==> src/rtl/trigger_ctrl_pkg.sv <==
// rtl/trigger_ctrl_pkg.sv - shared encodings for the trigger sequencer
// Purpose: FSM state encoding, run status codes and generator level-select codes.
// Ports: none (package).
package trigger_ctrl_pkg;

  typedef enum logic [3:0] {
    S_IDLE     = 4'd0,
    S_LOAD_A   = 4'd1,
    S_LOAD_B   = 4'd2,
    S_GEN_RST  = 4'd3,
    S_WAIT_ARM = 4'd4,
    S_WAIT_A   = 4'd5,
    S_WAIT_B   = 4'd6,
    S_WAIT_END = 4'd7,
    S_REPORT   = 4'd8
  } state_t;

  localparam logic [1:0] ST_OK      = 2'b00;
  localparam logic [1:0] ST_TIMEOUT = 2'b01;
  localparam logic [1:0] ST_ABORT   = 2'b10;

  localparam logic [1:0] LVL_ADD_NONE = 2'b00;
  localparam logic [1:0] LVL_ADD_A    = 2'b01;
  localparam logic [1:0] LVL_ADD_B    = 2'b10;

endpackage

==> src/rtl/trig_edge_det.sv <==
// rtl/trig_edge_det.sv - registered rise/fall detector for one trigger input
// Purpose: one delay flop; rise/fall compare the live input against it.
// Ports: clk, rst (sync active-high), sig_in; rise, fall (same-cycle pulses).
module trig_edge_det (
  input  logic clk,
  input  logic rst,
  input  logic sig_in,
  output logic rise,
  output logic fall
);

  logic in_d_q;
  logic in_d_d;

  always_comb in_d_d = sig_in;

  always_ff @(posedge clk) begin
    if (rst) in_d_q <= 1'b0;
    else     in_d_q <= in_d_d;
  end

  assign rise = sig_in & ~in_d_q;
  assign fall = ~sig_in & in_d_q;

endmodule

==> src/rtl/trigger_ctrl.sv <==
// rtl/trigger_ctrl.sv - trigger-run sequencer for the two-channel trigger generator
// Purpose: accept a run command, load A/B levels, reset the generator, supervise
//   trigger0/trigger1 events, then report status and the A->B delay.
// Ports: adc_clk/adc_reset; cmd_* handshake with levels and watchdog; abort;
//   gen_reset/gen_level_add/gen_level to the generator; trigger0/1 from it;
//   busy, done_valid, done_status, delay_cnt results.
module trigger_ctrl
  import trigger_ctrl_pkg::*;
#(
  parameter int LEVEL_WIDTH = 16,
  parameter int CNT_WIDTH   = 32,
  parameter int RST_CYCLES  = 4
) (
  input  logic                   adc_clk,
  input  logic                   adc_reset,
  input  logic                   cmd_valid,
  output logic                   cmd_ready,
  input  logic [LEVEL_WIDTH-1:0] cmd_level_a,
  input  logic [LEVEL_WIDTH-1:0] cmd_level_b,
  input  logic [CNT_WIDTH-1:0]   cmd_timeout,
  input  logic                   abort,
  output logic                   gen_reset,
  output logic [1:0]             gen_level_add,
  output logic [LEVEL_WIDTH-1:0] gen_level,
  input  logic                   trigger0,
  input  logic                   trigger1,
  output logic                   busy,
  output logic                   done_valid,
  output logic [1:0]             done_status,
  output logic [CNT_WIDTH-1:0]   delay_cnt
);

  localparam int RC_W = (RST_CYCLES > 1) ? $clog2(RST_CYCLES) : 1;

  state_t                 state_q, state_d;
  logic [RC_W-1:0]        rst_cnt_q, rst_cnt_d;
  logic [CNT_WIDTH-1:0]   wd_q, wd_d;
  logic [CNT_WIDTH-1:0]   cnt_q, cnt_d;
  logic [LEVEL_WIDTH-1:0] lvl_b_q, lvl_b_d;
  logic [CNT_WIDTH-1:0]   timeout_q, timeout_d;
  logic                   gen_reset_q, gen_reset_d;
  logic [1:0]             gen_level_add_q, gen_level_add_d;
  logic [LEVEL_WIDTH-1:0] gen_level_q, gen_level_d;
  logic                   busy_q, busy_d;
  logic                   done_valid_q, done_valid_d;
  logic [1:0]             done_status_q, done_status_d;
  logic [CNT_WIDTH-1:0]   delay_cnt_q, delay_cnt_d;

  logic       t0_rise, t0_fall, t1_rise, t1_fall;
  logic       accept, in_wait, wd_expire, rst_last, abort_ok;
  logic [1:0] term_status;

  trig_edge_det u_edge_t0 (.clk(adc_clk), .rst(adc_reset), .sig_in(trigger0),
                           .rise(t0_rise), .fall(t0_fall));
  trig_edge_det u_edge_t1 (.clk(adc_clk), .rst(adc_reset), .sig_in(trigger1),
                           .rise(t1_rise), .fall(t1_fall));

  assign cmd_ready = (state_q == S_IDLE) && !adc_reset;
  assign accept    = cmd_valid && cmd_ready;
  assign in_wait   = (state_q == S_WAIT_ARM) || (state_q == S_WAIT_A) ||
                     (state_q == S_WAIT_B)   || (state_q == S_WAIT_END);
  // wd_q == 1 implies nonzero, so a zero (disabled) watchdog never expires
  assign wd_expire = in_wait && (wd_q == CNT_WIDTH'(1));
  assign rst_last  = (rst_cnt_q == RC_W'(RST_CYCLES - 1));
  assign abort_ok  = abort && (state_q != S_IDLE) && (state_q != S_REPORT);

  // State register
  always_ff @(posedge adc_clk) begin
    if (adc_reset) state_q <= S_IDLE;
    else           state_q <= state_d;
  end

  // Next-state: abort beats timeout beats edge transitions
  always_comb begin
    state_d     = state_q;
    term_status = ST_OK;
    if (abort_ok) begin
      state_d     = S_REPORT;
      term_status = ST_ABORT;
    end else if (wd_expire) begin
      state_d     = S_REPORT;
      term_status = ST_TIMEOUT;
    end else begin
      case (state_q)
        S_IDLE:     if (accept) state_d = S_LOAD_A;
        S_LOAD_A:   state_d = S_LOAD_B;
        S_LOAD_B:   state_d = S_GEN_RST;
        S_GEN_RST:  if (rst_last) state_d = S_WAIT_ARM;
        S_WAIT_ARM: if (t0_rise) state_d = S_WAIT_A;
        S_WAIT_A:   if (t0_fall) state_d = t1_rise ? S_WAIT_END : S_WAIT_B;
        S_WAIT_B:   if (t1_rise) state_d = S_WAIT_END;
        S_WAIT_END: if (t1_fall) state_d = S_REPORT;
        S_REPORT:   state_d = S_IDLE;
        default:    state_d = S_IDLE;
      endcase
    end
  end

  // Datapath and registered outputs, keyed on the state being entered
  always_comb begin
    lvl_b_d   = lvl_b_q;
    timeout_d = timeout_q;
    if (accept) begin
      lvl_b_d   = cmd_level_b;
      timeout_d = cmd_timeout;
    end

    rst_cnt_d = (state_q == S_GEN_RST) ? rst_cnt_q + RC_W'(1) : '0;

    wd_d = wd_q;
    if (state_q == S_GEN_RST && rst_last) wd_d = timeout_q;
    else if (in_wait && wd_q != '0)       wd_d = wd_q - CNT_WIDTH'(1);

    // A event seeds the counter; a coincident B event means zero delay
    cnt_d = cnt_q;
    if (state_q == S_WAIT_A && t0_fall)
      cnt_d = t1_rise ? '0 : CNT_WIDTH'(1);
    else if (state_q == S_WAIT_B && !t1_rise && !(&cnt_q))
      cnt_d = cnt_q + CNT_WIDTH'(1);

    gen_level_add_d = LVL_ADD_NONE;
    gen_level_d     = gen_level_q;
    if (state_d == S_LOAD_A) begin
      gen_level_add_d = LVL_ADD_A;
      gen_level_d     = cmd_level_a;  // only reached on accept, same cycle as latch
    end else if (state_d == S_LOAD_B) begin
      gen_level_add_d = LVL_ADD_B;
      gen_level_d     = lvl_b_q;
    end

    gen_reset_d   = (state_d == S_GEN_RST) ||
                    (state_d == S_REPORT && term_status != ST_OK);
    busy_d        = (state_d != S_IDLE);
    done_valid_d  = (state_d == S_REPORT);
    done_status_d = done_status_q;
    delay_cnt_d   = delay_cnt_q;
    if (state_d == S_REPORT) begin
      done_status_d = term_status;
      delay_cnt_d   = (term_status == ST_OK) ? cnt_q : '0;
    end
  end

  always_ff @(posedge adc_clk) begin
    if (adc_reset) begin
      rst_cnt_q       <= '0;
      wd_q            <= '0;
      cnt_q           <= '0;
      lvl_b_q         <= '0;
      timeout_q       <= '0;
      gen_reset_q     <= 1'b1;
      gen_level_add_q <= LVL_ADD_NONE;
      gen_level_q     <= '0;
      busy_q          <= 1'b0;
      done_valid_q    <= 1'b0;
      done_status_q   <= ST_OK;
      delay_cnt_q     <= '0;
    end else begin
      rst_cnt_q       <= rst_cnt_d;
      wd_q            <= wd_d;
      cnt_q           <= cnt_d;
      lvl_b_q         <= lvl_b_d;
      timeout_q       <= timeout_d;
      gen_reset_q     <= gen_reset_d;
      gen_level_add_q <= gen_level_add_d;
      gen_level_q     <= gen_level_d;
      busy_q          <= busy_d;
      done_valid_q    <= done_valid_d;
      done_status_q   <= done_status_d;
      delay_cnt_q     <= delay_cnt_d;
    end
  end

  assign gen_reset     = gen_reset_q;
  assign gen_level_add = gen_level_add_q;
  assign gen_level     = gen_level_q;
  assign busy          = busy_q;
  assign done_valid    = done_valid_q;
  assign done_status   = done_status_q;
  assign delay_cnt     = delay_cnt_q;

endmodule

==> config.mk <==
export PLATFORM = sky130hd
export DESIGN_NAME = trigger_ctrl
export DESIGN_NICKNAME = d
export VERILOG_FILES = /design/src/rtl/trigger_ctrl_pkg.sv /design/src/rtl/trig_edge_det.sv /design/src/rtl/trigger_ctrl.sv
export SDC_FILE = /design/constraint.sdc
export NUM_CORES = 1
export LEC_CHECK = 0
export BUFFER_PORTS_ARGS = -buffer_cell sky130_fd_sc_hd__clkbuf_2
export CORE_MARGIN = 1.5
export CORE_UTILIZATION = 30
export CTS_BUF_LIST = sky130_fd_sc_hd__clkbuf_4
export DETAILED_ROUTE_END_ITERATION = 8
export SYNTH_ARGS = -nofsm -noshare
export SYNTH_HDL_FRONTEND = slang
export SYNTH_SLANG_ARGS = --single-unit
==> constraint.sdc <==
create_clock -name adc_clk -period 2.7 [get_ports adc_clk]
set_input_delay 0 -clock adc_clk [delete_from_list [all_inputs] [get_ports adc_clk]]
set_output_delay 0 -clock adc_clk [all_outputs]
set_load 0.02 [all_outputs]
==> run_results.csv <==
group,metric,value,unit
yosys,ys_async_sr_fraction,0,
setup_path,slowest_stage,"dlygate4sd3_1",
sta,hold_violations,0,
grt,track_usage,0.167,
yosys,synth_top_family_by_area,"simple AND/OR/NAND/NOR gates",
detailed_routing,wirelength,21.3,mm
grt,grt_overflow,0,
cts,postCtsSetupBuffers,0,
setup_path,cp-start-kind,"flip-flop",
yosys,ys_ff_latch,175,
sta,relSlewSlack,0.522,
setup_path,crit_fanout,45,
pwr,power_per_cell_area,485,mW/mm^2
floorplan,pin_count,126,
floorplan,rows,57,
final_layout,area_growth,31.0,%
yosys,synthAdderAreaFrac,0.00828,
sta,setup_violations,0,
place,hpwl,14.2,mm
yosys,syn-instance-count,931,
final_layout,final_net_count,1226,
detailed_routing,vias,7345,
final_layout,final_common_cell,"nand2_1",
final_layout,stdcell_count,1488,
grt,grt_pass1_wl,35.4,mm
sta,fmaxAchievable,404,MHz
setup_path,ff2ff_path_depth,8,
final_layout,fillers,2555,
setup_path,cp.buffers_inverters,4,
floorplan,start_util,0.308,
pwr,irDropWorstVdd,0.352,mV
setup_path,r2r-start,"state_q[2]",
setup_path,path_common_cell,"buf_4",
sta,fin_crit,2.47,ns
grt,antenna_found_initial,0,
cts,clockRootBuffer,"clkbuf_4",
setup_path,critPathMaxStageDelay,0.55,ns
setup_path,critPathLaunch,"state_q[2]",
cts,insertion_delay,0.57,ns
final_layout,n_antenna_cell,0,
cts,clk_pin_slew_worst_paths,0.15,ns
yosys,synth_ff_type,"dfxtp_1",
detailed_routing,via_per_inst,4.94,
place,portBuffers,125,
setup_path,r2r_end,"timeout_q[22]",
final_layout,drive_gt1_frac,0.190,
detailed_routing,wl_per_cell,14.3,um
cts,ctsLongestPathBuffers,2,
place,placedCellCount,1355,
yosys,synthMuxAreaShare,0.00133,
detailed_routing,ant_nets,0,
cts,clkSinkCount,175,
job,cap_violations,0,
yosys,synthSimpleGateAreaFrac,0.260,
floorplan,die-area,0.0261,mm^2
yosys,syn_nets,1006,
sta,slew_viol_final,0,
setup_path,critPathCapture,"timeout_q[22]",
yosys,synth_edf_count,0,
setup_path,required,3.22,ns
grt,grt_max_degree,67,
yosys,ys_types,65,
outcome,status,"complete, no violations",
sta,fin_hold_ws,0.185,ns
place,gp_congestion,0.820,
sta,tightest_slew,0.717,ns
final_layout,final_cell_mix,"211 x nand2_1, 175 x dfxtp_1, 124 x clkbuf_2",
setup_path,cp_top_family,"buffers and inverters",
sta,rsz0062_at_grt,"no",
cts,htree_levels,4,
setup_path,r2r_setup_slack,0.23,ns
floorplan,core-area,0.0245,mm^2
setup_path,critical_path_class,"reg -> reg",
yosys,yosys_warnings,0,
yosys,synth.cell_area,0.00755,mm^2
sta,finClkSkew,0.0336,ns
hold_path,hold_path.class,"in -> reg",
yosys,synth_xor_xnor_area_share,0.0383,
hold_path,min_path_cells,4,
floorplan,fp.dieH,162,um
yosys,synth_compound_area_frac,0.190,
setup_path,cp.arrival,2.99,ns
cts,cts_inserted_buffers,17,
cts,cts_tree,"built",
final_layout,final_util,0.403,
sta,setup_tns,0,ns
detailed_routing,first_pass_iters,6,
detailed_routing,drtIter0Drc,393,
detailed_routing,drcViolationCount,0,
grt,grt_pass1_vias,7048,
pwr,p_leak,3.85,nW
yosys,seq_area_frac_synth,0.464,
floorplan,die_x,162,um
sta,post-route-period-util,0.916,
setup_path,worstSetupEndpointType,"flip-flop",
setup_path,cp_cell_sequence,"nor3_2 -> nand3_2 -> buf_4 -> inv_2 -> buf_4 -> nand2_1 -> a21oi_1 -> dlygate4sd3_1",
yosys,syn_area_per_cell,8.11,um^2
setup_path,crit_cells,8,
[Yosys cell counts, types with 3 or more instances]
| cell type | number | share of area |
|---|---|---|
| nand2b_1 | 3 | 0.0025 |
| o311ai_0 | 4 | 0.0046 |
| ha_1 | 5 | 0.0083 |
| nand2_1 | 211 | 0.10 |
| and2_1 | 6 | 0.0050 |
| or3_1 | 14 | 0.012 |
| nor4_1 | 12 | 0.0099 |
| xor2_1 | 13 | 0.015 |
| a22oi_1 | 6 | 0.0060 |
| xnor2_1 | 20 | 0.023 |
| nor3_1 | 21 | 0.014 |
| o2bb2a_1 | 3 | 0.0040 |
| o2111ai_1 | 6 | 0.0070 |
| a21oi_1 | 111 | 0.074 |
| inv_1 | 11 | 0.0055 |
| or4_1 | 8 | 0.0080 |
| o31ai_1 | 5 | 0.0050 |
| o221a_2 | 11 | 0.016 |
| and4_1 | 3 | 0.0035 |
| o22ai_1 | 5 | 0.0041 |
| buf_2 | 8 | 0.0053 |
| and3_1 | 9 | 0.0075 |
| o211ai_1 | 11 | 0.011 |
| o21ai_0 | 12 | 0.0080 |
| nand4_1 | 12 | 0.0099 |
| a32oi_1 | 3 | 0.0035 |
| nor2_1 | 76 | 0.038 |
| nor2b_1 | 4 | 0.0033 |
| clkbuf_1 | 45 | 0.022 |
| nand3_1 | 29 | 0.019 |
| buf_1 | 6 | 0.0030 |
| dfxtp_1 | 175 | 0.46 |
| a211oi_1 | 14 | 0.014 |
| a31oi_1 | 10 | 0.0083 |
[worst reg2reg max path: stages, from the launching register on]
cell,delay [ns]
dfxtp_1,0.40
nor3_2,0.31
nand3_2,0.15
buf_4,0.25
inv_2,0.09
buf_4,0.38
nand2_1,0.16
a21oi_1,0.13
dlygate4sd3_1,0.55
[routing by layer]
metal | GRT usage | up-vias | wire length [um]
li1 | - | 3728 | -
met4 | 0.0417 | 0 | 248
met1 | 0.215 | 3447 | 9990
met3 | 0.0327 | 21 | 856
met5 | 0 | - | 0
met2 | 0.285 | 149 | 10200
[kinds of logic after synthesis]
kind of cell	Yosys count
AO/OA/AOI/OAI	221
flip-flops	175
AND/OR/NAND/NOR	424
XOR/XNOR	33
buffers and inverters	72
multiplexers	1
adder cells (fa/ha/maj)	5
[worst min path at each step]
| stage | end | start | slack, ns |
|---|---|---|---|
| CTS | timeout_q[4] | cmd_timeout[4] | 0.14 |
| global placement | timeout_q[18] | cmd_timeout[18] | 0.22 |
| global route | timeout_q[7] | cmd_timeout[7] | 0.15 |
| detailed placement | timeout_q[4] | cmd_timeout[4] | 0.23 |
| finish | timeout_q[4] | cmd_timeout[4] | 0.19 |
| floorplan | u_edge_t0.in_d_q | trigger0 | 0.13 |
[power breakdown]
group	leakage, nW	switching, W	internal, W
Sequential	1.42	0.0000589	0.00268
Combinational	2.28	0.000325	0.000277
Clock	0.147	0.000984	0.000472
Total	3.85	0.00137	0.00343
[repair_timing]
| item | in CTS | in global routing |
|---|---|---|
| hold buffers | 101 | 0 |
| hold endpoints to repair | 78 | 0 |
| resized for setup | 0 | 1 |
| setup endpoints to repair | 0 | 23 |
[flip-flops by register name (all words and copies together) (netlist names)]
| name | flops |
|---|---|
| busy | 1 |
| cnt_q | 32 |
| delay_cnt | 32 |
| done_status | 2 |
| done_valid | 1 |
| gen_level | 16 |
| gen_level_add | 2 |
| gen_reset | 1 |
| lvl_b_q | 16 |
| rst_cnt_q | 2 |
| state_q | 4 |
| timeout_q | 32 |
| u_edge_t0.in_d_q | 1 |
| u_edge_t1.in_d_q | 1 |
| wd_q | 32 |
[stage by stage]
step | cell area (um^2) | power (W) | setup slack, ns
6_report | 9890 | 0.00479 | 0.226
5_1_grt | 9890 | 0.00503 | 0.0270
4_1_cts | 9890 | 0.00485 | 0.0543
3_5_place_dp | 8620 | 0.00328 | 0.342
3_3_place_gp | 8620 | 0.00327 | 0.377
2_1_floorplan | 7550 | 0.00308 | 0.520
[cell type report]
type | count | area [um^2] | area share
flip-flops and latches | 175 | 3500 | 0.354
clock inverters | 15 | 134 | 0.0135
clock buffers | 17 | 128 | 0.0129
multi-input cells | 684 | 3780 | 0.382
inverters | 12 | 45.0 | 0.00455
well taps | 324 | 405 | 0.0410
repair buffers | 261 | 1900 | 0.192
Note: power is estimated with default switching activity, not from simulation.
